<file path="src/rtl/uart_pkg.sv">
// Shared UART types and line-level constants for the TX frame controller and future RX path.
package uart_pkg;

  typedef enum logic [2:0] {
    IDLE   = 3'd0,
    START  = 3'd1,
    DATA   = 3'd2,
    PARITY = 3'd3,
    STOP   = 3'd4
  } tx_state_t;

  localparam logic START_BIT = 1'b0;
  localparam logic STOP_BIT  = 1'b1;
  localparam logic IDLE_LINE = 1'b1;

  localparam logic PAR_EVEN = 1'b0;
  localparam logic PAR_ODD  = 1'b1;

endpackage

</file>
<file path="src/rtl/parity_calc.sv">
// Parity bit generator shared by the UART TX controller and the RX parity checker.
// Purely combinational, zero latency; no flow control.
module parity_calc
  import uart_pkg::*;
#(
  parameter int DATA_WIDTH = 8
) (
  input  logic [DATA_WIDTH-1:0] data,
  input  logic                  par_typ,
  output logic                  par_bit
);

  // Even parity makes the total count of ones even, so the bit is the plain XOR.
  always_comb begin
    par_bit = ^data;
    if (par_typ == PAR_ODD) begin
      par_bit = ~^data;
    end
  end

endmodule

</file>
<file path="src/rtl/uart_tx_ctrl.sv">
// UART TX frame controller: start, DATA_WIDTH bits LSB-first from the serializer, optional parity, stop.
// Start bit on TX_OUT one edge after acceptance; requests are dropped unless in IDLE or STOP (no queueing).
module uart_tx_ctrl
  import uart_pkg::*;
#(
  parameter int DATA_WIDTH = 8
) (
  input  logic                  clk,
  input  logic                  rst,
  input  logic [DATA_WIDTH-1:0] P_DATA,
  input  logic                  Data_Valid,
  input  logic                  PAR_EN,
  input  logic                  PAR_TYP,
  input  logic                  ser_done,
  input  logic                  ser_data,
  output logic [DATA_WIDTH-1:0] S_DATA,
  output logic                  ser_en,
  output logic                  TX_OUT,
  output logic                  busy
);

  tx_state_t state;
  tx_state_t state_nxt;
  logic      par_en_q;
  logic      par_typ_q;
  logic      par_bit;
  logic      accept;
  logic      tx_nxt;

  // STOP also accepts so a back-to-back frame starts with no idle gap on the line.
  assign accept = Data_Valid && ((state == IDLE) || (state == STOP));

  parity_calc #(
    .DATA_WIDTH(DATA_WIDTH)
  ) u_parity_calc (
    .data    (S_DATA),
    .par_typ (par_typ_q),
    .par_bit (par_bit)
  );

  always_ff @(posedge clk) begin
    if (rst) begin
      state <= IDLE;
    end else begin
      state <= state_nxt;
    end
  end

  always_comb begin
    state_nxt = state;
    case (state)
      IDLE:    if (accept) state_nxt = START;
      START:   state_nxt = DATA;
      DATA:    if (ser_done) state_nxt = par_en_q ? PARITY : STOP;
      PARITY:  state_nxt = STOP;
      STOP:    state_nxt = accept ? START : IDLE;
      default: state_nxt = IDLE;
    endcase
  end

  always_comb begin
    busy   = 1'b1;
    ser_en = 1'b0;
    tx_nxt = IDLE_LINE;
    case (state)
      IDLE: begin
        busy   = 1'b0;
        tx_nxt = IDLE_LINE;
      end
      START:  tx_nxt = START_BIT;
      DATA: begin
        ser_en = 1'b1;
        tx_nxt = ser_data;
      end
      PARITY: tx_nxt = par_bit;
      STOP:   tx_nxt = STOP_BIT;
      default: begin
        busy   = 1'b0;
        tx_nxt = IDLE_LINE;
      end
    endcase
  end

  // Payload and parity config are frozen at acceptance for the whole frame.
  always_ff @(posedge clk) begin
    if (rst) begin
      S_DATA    <= '0;
      par_en_q  <= 1'b0;
      par_typ_q <= PAR_EVEN;
    end else if (accept) begin
      S_DATA    <= P_DATA;
      par_en_q  <= PAR_EN;
      par_typ_q <= PAR_TYP;
    end
  end

  always_ff @(posedge clk) begin
    if (rst) begin
      TX_OUT <= IDLE_LINE;
    end else begin
      TX_OUT <= tx_nxt;
    end
  end

endmodule

</file>
<file path="config.mk">
export PLATFORM = sky130hd
export DESIGN_NAME = uart_tx_ctrl
export DESIGN_NICKNAME = d
export VERILOG_FILES = /design/src/rtl/uart_pkg.sv /design/src/rtl/parity_calc.sv /design/src/rtl/uart_tx_ctrl.sv
export SDC_FILE = /design/constraint.sdc
export NUM_CORES = 1
export LEC_CHECK = 0
export BUFFER_PORTS_ARGS = -buffer_cell sky130_fd_sc_hd__buf_2
export CELL_PAD_IN_SITES_DETAIL_PLACEMENT = 1
export CELL_PAD_IN_SITES_GLOBAL_PLACEMENT = 1
export CORE_UTILIZATION = 28
export CTS_CLUSTER_SIZE = 10
export DETAILED_ROUTE_END_ITERATION = 16
export PLACE_DENSITY_LB_ADDON = 0.08
export SLEW_MARGIN = 20
export SYNTH_ARGS = -nofsm -noshare
export SYNTH_HDL_FRONTEND = slang
export SYNTH_SLANG_ARGS = --single-unit
</file>
<file path="constraint.sdc">
create_clock -name clk -period 1.28 [get_ports clk]
set_input_delay 0.064 -clock clk [delete_from_list [all_inputs] [get_ports clk]]
set_output_delay 0.064 -clock clk [all_outputs]
set_load 0.005 [all_outputs]
</file>
==> Word-level counts from Yosys, hierarchy flattened <==
Cells that the tools add are included.
{ "word_totals": {"register_bits": 14, "input_bits": 15} }
{ "classes": {"eq_ne": 6, "mux": 9, "n_reduce_logical": 7} }
{ "ops": {"columns": ["op", "count"], "rows": [
  ["$pmux W3 S5", 1],
  ["$mux W3", 3],
  ["$reduce_xnor A8 Y1", 1],
  ["$reduce_xor A8 Y1", 1],
  ["$eq A3 B2 Y1 const B", 2],
  ["$mux W1", 4],
  ["$ne A2 B2 Y1 const B", 2],
  ["$reduce_or A4 Y1", 1],
  ["$eq A3 B1 Y1 const B", 1],
  ["$eq A3 B3 Y1 const B", 1],
  ["$logic_not A3 Y1", 1],
  ["$pmux W1 S3", 1],
  ["$reduce_and A2 Y1", 1],
  ["$logic_and A1 B1 Y1", 1],
  ["$logic_or A1 B1 Y1", 1]
]} }

==> Longest topological paths before layout <==
Gate-level depths: netlist (run 1).
{ "logic_depth": {"word_depth": 5, "mapped_depth": 5, "ltp_nobuf": 4} }

==> Hierarchy <==
Synthesis (run 1) repeated with hierarchy kept, for this count alone.
{ "unflattened": {"hier_cells": 68, "area_unflattened_um2": 684.4} }
{ "modules_own_cells": {"columns": ["module", "instances", "cells_per_inst", "area_per_inst_um2"], "rows": [
  ["uart_tx_ctrl", 1, 61, 601.8],
  ["parity_calc", 1, 7, 82.6]
]} }

==> Least setup slack after synthesis (run 1) <==
No wires, ideal clock.
{ "synth_timing": {"path_type": "register -> register", "startpoint": "reg S_DATA[0]", "endpoint": "reg TX_OUT", "setup_ps": 127, "arrival_ps": 1163, "path_slack_ps": -10, "path_stages_with_launch": 5, "path_cell_list": "dfxtp_1 xnor2_1 xnor3_1 xnor2_1 o221ai_2"} }
{ "synth_via": {"elab_chain_len": 3} }
{ "synth_rtl": {"columns": ["item", "line", "source"], "rows": [
  ["from (decl)", "uart_tx_ctrl.sv:16", "output logic [DATA_WIDTH-1:0] S_DATA,"],
  ["from (signal assigned)", "uart_tx_ctrl.sv:87", "S_DATA <= '0;"],
  ["from (signal assigned)", "uart_tx_ctrl.sv:91", "S_DATA <= P_DATA;"],
  ["$reduce_xor A8 Y1 / $reduce_xnor A8 Y1 (equally long branches)", "parity_calc.sv:15, parity_calc.sv:17", null],
  ["$mux W1 *", "parity_calc.sv:16", "if (par_typ == PAR_ODD) begin"],
  ["$pmux W1 S3 *", "uart_tx_ctrl.sv:65", "case (state)"],
  ["to (signal assigned)", "uart_tx_ctrl.sv:101", "TX_OUT <= tx_nxt;"],
  ["to (decl)", "uart_tx_ctrl.sv:18", "output logic TX_OUT,"]
]} }
Every way passes the cells marked *; elsewhere a longest branch is shown, timed or not.
A chain may end at the register's enable or synchronous reset.

==> Worst setup path after layout (run 1) <==
{ "layout_timing": {"startpoint": "reg S_DATA[7]", "endpoint": "reg TX_OUT"} }
Same word-level chain as after synthesis.

==> results.json, run 1 <==
{
  "outcome": "completed",
  "netlist.area_leader.share_pct": 46.57,
  "diodes": 0,
  "worstSetupEndpointType": "register",
  "synth_area_sq_um": 601.8,
  "synth_most_common_cell": "nand2_1",
  "io_buffers": 25,
  "post_cts_buffers": 0,
  "clock_sinks": 14,
  "die_area_sq_mm": 0.002339,
  "grt_setup_unrepaired": "true",
  "grt_pass1_wl_um": 2359,
  "synth_cells": 71,
  "overflow": 0,
  "fmax_mhz": 785.6,
  "place_hpwl_um": 1029,
  "vdd_drop_max_mv": 0.5740,
  "area_growth_pct": 38.67,
  "finClkSkew_ps": 6.400,
  "cp-start-kind": "register",
  "num_io_pins": 26,
  "slew_headroom_pct": 76.19,
  "design.core.area_sq_mm": 0.001982,
  "rows": 16,
  "hold_buffers": 0,
  "syn_nets": 86,
  "synth.area.top_cells": "dfxtp_1 (47%), nand2_1 (14%), a21oi_1 (9.1%), xnor2_1 (8.7%), xnor3_1 (3.7%)",
  "cts_buffers": 3,
  "grt_pass1_vias": 578,
  "first_pass_iters": 4,
  "path_clk_slew_ps": 80,
  "ys_types": 16,
  "initial_core_util_pct": 30.37,
  "synth.ff_latch_count": 14,
  "clk_path_buf_depth": 2,
  "ys_seq_area_share_pct": 46.57,
  "ff_latch_area_sq_um": 282.8,
  "final_cells": 130,
  "wl_per_cell_um": 10.61,
  "dp.cells": 127,
  "min_period_over_period_pct": 99.45,
  "cts_tree": "yes",
  "num_vias": 583,
  "synth_warnings": 0,
  "cts_resized": 1,
  "synth-edff-count": 0,
  "worst-slew-pin-transition_ps": 356.3,
  "hold_path_class": "primary input to register",
  "drt_iter0_markers": 2,
  "critPathArrivalTime_ps": 1440,
  "multi_input_area_sq_um": 305.3,
  "synth_top_cell_by_area": "dfxtp_1",
  "routed_wl_um": 1379,
  "drc": 0,
  "fp.dieW_um": 48.36,
  "synth_ff_type": "dfxtp_1",
  "nNetsFinal": 120,
  "power_density_mw_per_mm2": 1138,
  "antenna_found_initial": 0,
  "drive_gt1_share_pct": 36.89,
  "insertion_delay_ps": 270,
  "synth_area_per_cell_sq_um": 8.476,
  "stdcell_area_sq_um": 834.6,
  "vias_per_cell": 4.485,
  "track_usage_pct": 13.20,
  "fin_crit_ps": 1273,
  "h-tree-depth": 1,
  "placed_cell_area_sq_um": 809.5,
  "die_y_um": 48.36,
  "grt_max_degree": 15,
  "antenna_left": 0,
  "cts-root-buf": "clkbuf_4",
  "cap_violations": 0,
  "place_ws_ps": -2.902,
  "setup_viol": 0,
  "fillers": 242,
  "async_reset_ff_share_pct": 0,
  "synth_top_cells_by_count": "nand2_1 (22), dfxtp_1 (14), a21oi_1 (11)",
  "gp_congestion": 0.7319,
  "p_leak_nw": 0.3737,
  "fin_ws_ps": 7.030,
  "worstPathRequired_ps": 1440,
  "drv_slew": 0,
  "crit_fanout": 2,
  "timing.final.hold_violations": 0,
  "crit_type": "register to register"
}
==> critical path, cell delays in order (launching register included) <==
cell,delay [ps]
dfxtp_2,330
xnor2_1,140
xnor3_1,420
xnor2_1,180
o221ai_2,100
==> cell usage in the layout (no fill, tap or decap), types with 2 or more instances in the layout <==
| cell | instances |
|---|---|
| nand2_1 | 22 |
| nor2_1 | 4 |
| clkbuf_4 | 3 |
| dfxtp_2 | 2 |
| buf_4 | 5 |
| inv_1 | 2 |
| dfxtp_1 | 12 |
| buf_2 | 25 |
| a21oi_1 | 11 |
| xnor2_1 | 6 |
| nor3_1 | 3 |
==> state kept, by name, indices dropped and copies added (netlist names) <==
name	count
state	3
S_DATA	8
TX_OUT	1
par_en_q	1
par_typ_q	1
==> worst paths after layout <==
check | depth (start not counted) | slack [ps] | to | startpoint
worst max-delay path | 4 | 7 | TX_OUT | S_DATA[7]
worst min-delay path | 3 | 20 | S_DATA[7] | P_DATA[7]
worst max register to register | 4 | 7 | TX_OUT | S_DATA[7]
worst min register to register | 2 | 470 | par_typ_q | par_typ_q
==> final cells by class <==
cell class                      instances  area share [%]
Multi-Input combinational cell         53           36.58
Sequential cell                        14           33.88
Timing Repair Buffer                   31           21.89
Tap cell                               27           4.048
Clock buffer                            3           2.699
Inverter                                2          0.8996
==> routing by layer <==
| layer | vias to the layer above | share of wire [%] | global-route usage (%) |
|---|---|---|---|
| met3 | 2 | 4.5 | 2.201 |
| li1 | 299 | - | - |
| met2 | 18 | 47 | 23.71 |
| met4 | 0 | 0.65 | 8.824 |
| met1 | 264 | 47 | 14.12 |
| met5 | - | 0 | 0 |
==> cells by family (layout without fill, tap and decap cells) <==
logic type / after synthesis / after routing / synth area share [%]
AND/OR/NAND/NOR: 31 / 31 / 20.79
flip-flops: 14 / 14 / 46.57
AO/OA/AOI/OAI: 13 / 13 / 13.10
XOR/XNOR: 8 / 8 / 15.18
buffers and inverters: 4 / 36 / 2.702
multiplexers: 1 / 1 / 1.663
==> power breakdown <==
part | switching, mW | internal, mW | total [mW]
combinational | 0.0997 | 0.125 | 0.224
sequential | 0.0219 | 0.464 | 0.486
clock | 0.130 | 0.109 | 0.239
total | 0.252 | 0.698 | 0.950
==> stage by stage <==
step | power [mW] | hold slack (ps) | setup TNS, ps | util, %
final | 0.9497 | 20.79 | 0 | 42.11
after floorplan | 0.6272 | 140.8 | 0 | -
after detailed placement | 0.7237 | 311.1 | -2.902 | 40.85
after global placement | 0.7211 | 306.0 | 0 | 40.85
after global routing | 1.015 | 21.85 | -65.18 | 42.11
after CTS | 0.9751 | 3.673 | -8.670 | 42.05
(Power assumes the default switching activity.)
==> run 2, diff against run 1 <==
- SETUP_SLACK_MARGIN: default -> 0.4
==> results.json, run 2 (synthesis results as in run 1) <==
{
  "wl_per_cell_um": 14.02,
  "vdd_drop_max_mv": 0.5436,
  "outcome": "finished, violations left",
  "worst-slew-pin-transition_ps": 390.0,
  "top_layer": "met4",
  "fp.dieW_um": 48.36,
  "drv_slew": 0,
  "critPathArrivalTime_ps": 1520,
  "area_growth_pct": 92.93,
  "crit_family": "XOR/XNOR gates",
  "intPower_mw": 0.8375,
  "vias_per_cell": 4.730,
  "crit_chain": "xnor2_2, xnor3_1, xnor2_2, o221ai_2",
  "drc": 0,
  "pwr-share-seq_pct": 41.6,
  "finClkSkew_ps": 2.255,
  "p_leak_nw": 0.4975,
  "p_switching_mw": 0.3707,
  "initial_core_util_pct": 30.37,
  "hold_path_class": "primary input to register",
  "ff2ff_path_depth": 4,
  "setup_tns_ps": -21.65,
  "grt_pass1_vias": 696,
  "crit_type": "register to register",
  "overflow": 0,
  "path_clk_slew_ps": 90,
  "slowest_stage": "xnor3_1",
  "hold_ws_ps": -2.612,
  "crit_fanout": 3,
  "grt_setup_unrepaired": "true",
  "wl_met2_um": 1040,
  "cp_common_cell": "xnor2_2",
  "fin_ws_ps": -21.65,
  "routed_wl_um": 1921,
  "die_y_um": 48.36,
  "clk_path_buf_depth": 2,
  "antenna_found_initial": 0,
  "cts_buffers": 3,
  "largest-register": "S_DATA",
  "track_usage_pct": 16.83,
  "critPathLaunch": "S_DATA[2]",
  "first_pass_iters": 3,
  "place_hpwl_um": 1102,
  "cp_num_buf_inv": 0,
  "largest_register_ff_count": 8,
  "worstPathRequired_ps": 1500,
  "min_period_over_period_pct": 101.7,
  "grt_pass1_wl_um": 3008,
  "reg2reg_to": "TX_OUT",
  "die_area_sq_mm": 0.002339,
  "worstSetupEndpoint": "TX_OUT",
  "grt_max_degree": 15,
  "nNetsFinal": 126,
  "cp-start-kind": "register",
  "cts-root-buf": "clkbuf_4",
  "h-tree-depth": 1,
  "final_core_util_pct": 58.59,
  "setup_viol": 1,
  "place_ws_ps": -7.436,
  "fillers": 223,
  "pwr-share-comb_pct": 30.9,
  "switching_share_pct": 30.69,
  "final_cell_mix": "buf_2 (23), nand2_2 (10), a21oi_2 (10), nand2_4 (8), buf_6 (7)",
  "gp_congestion": 0.6864,
  "num_vias": 648,
  "final_common_cell": "buf_2",
  "clock_sinks": 14,
  "top_regs": "S_DATA: 8 flops, state: 3 flops",
  "num_io_pins": 26,
  "insertion_delay_ps": 290,
  "violations": "negative hold slack, negative setup slack",
  "wl_met3_um": 74,
  "drt-met1-wl_um": 794,
  "drt_iter0_markers": 6,
  "power_density_mw_per_mm2": 1041,
  "worst-r2r-setup-slack_ps": -20,
  "fmax_mhz": 768.3,
  "io_buffers": 25,
  "cap_violations": 0,
  "fin_crit_ps": 1302,
  "clockPowerShare_pct": 27.6,
  "rr_startpoint": "S_DATA[2]",
  "max_stage_delay_ps": 440,
  "crit_cells": 4,
  "worstSetupEndpointType": "register",
  "antenna_left": 0,
  "rows": 16,
  "diodes": 0,
  "drive_gt1_share_pct": 84.55,
  "design.core.area_sq_mm": 0.001982,
  "slew_headroom_pct": 74.00,
  "cts_tree": "yes",
  "timing.final.hold_violations": 1
}
run 2: timing repair:
item / 4_1_cts / 5_1_grt
gates cloned: 2 / 0
resized for setup: 35 / 39
hold endpoints to repair: 0 / 1
pin swaps: 14 / 12
setup endpoints to repair: 18 / 22
hold buffers: 0 / 1
buffers inserted: 5 / 2
run 2: worst reg2reg max path, delay by kind of cell, from the launching register on:
kind / cells / cell delay [ps]
AOI/OAI and AO/OA: 1 / 160
DFF: 1 / 380
xor gates and xnor gates: 3 / 700
run 2: worst min path at each step:
stage | start | endpoint | slack, ps | cells past startpoint
4_1_cts | P_DATA[4] | S_DATA[4] | 3 | 3
6_report | P_DATA[7] | S_DATA[7] | -3 | 3
2_1_floorplan | rst | state[0] | 130 | 1
3_5_place_dp | PAR_TYP | par_typ_q | 310 | 3
3_3_place_gp | P_DATA[5] | S_DATA[5] | 310 | 3
5_1_grt | P_DATA[2] | S_DATA[2] | -7 | 3
run 2: layout make-up:
class	instances	area [sq um]	share of cell area, %
Multi-Input combinational cell	55	529.3	45.58
Sequential cell	14	310.3	26.72
Timing Repair Buffer	35	241.5	20.80
Clock buffer	4	36.28	3.125
Tap cell	27	33.78	2.909
Inverter	2	10.01	0.8621
run 2: stage by stage:
stage          cells  cell area, sq um  power (mW)
6_report         137              1161       1.208
5_1_grt          137              1161       1.265
4_1_cts          134             997.2       1.134
3_5_place_dp     123             784.5      0.7116
3_3_place_gp     123             784.5      0.7075
2_1_floorplan     71             625.6      0.6388
run 2: routing by layer:
metal | vias up | track usage [%]
met3 | 2 | 4.088
met2 | 15 | 28.17
met5 | - | 0
met1 | 310 | 21.10
met4 | 0 | 5.882
li1 | 321 | -
run 2: power by group through the flow:
stage / combinational, mW / clock, mW / sequential (mW)
6_report: 0.373 / 0.333 / 0.502
3_3_place_gp: 0.206 / 0 / 0.501
4_1_cts: 0.302 / 0.334 / 0.497
3_5_place_dp: 0.209 / 0 / 0.502
2_1_floorplan: 0.138 / 0 / 0.501
5_1_grt: 0.399 / 0.359 / 0.507
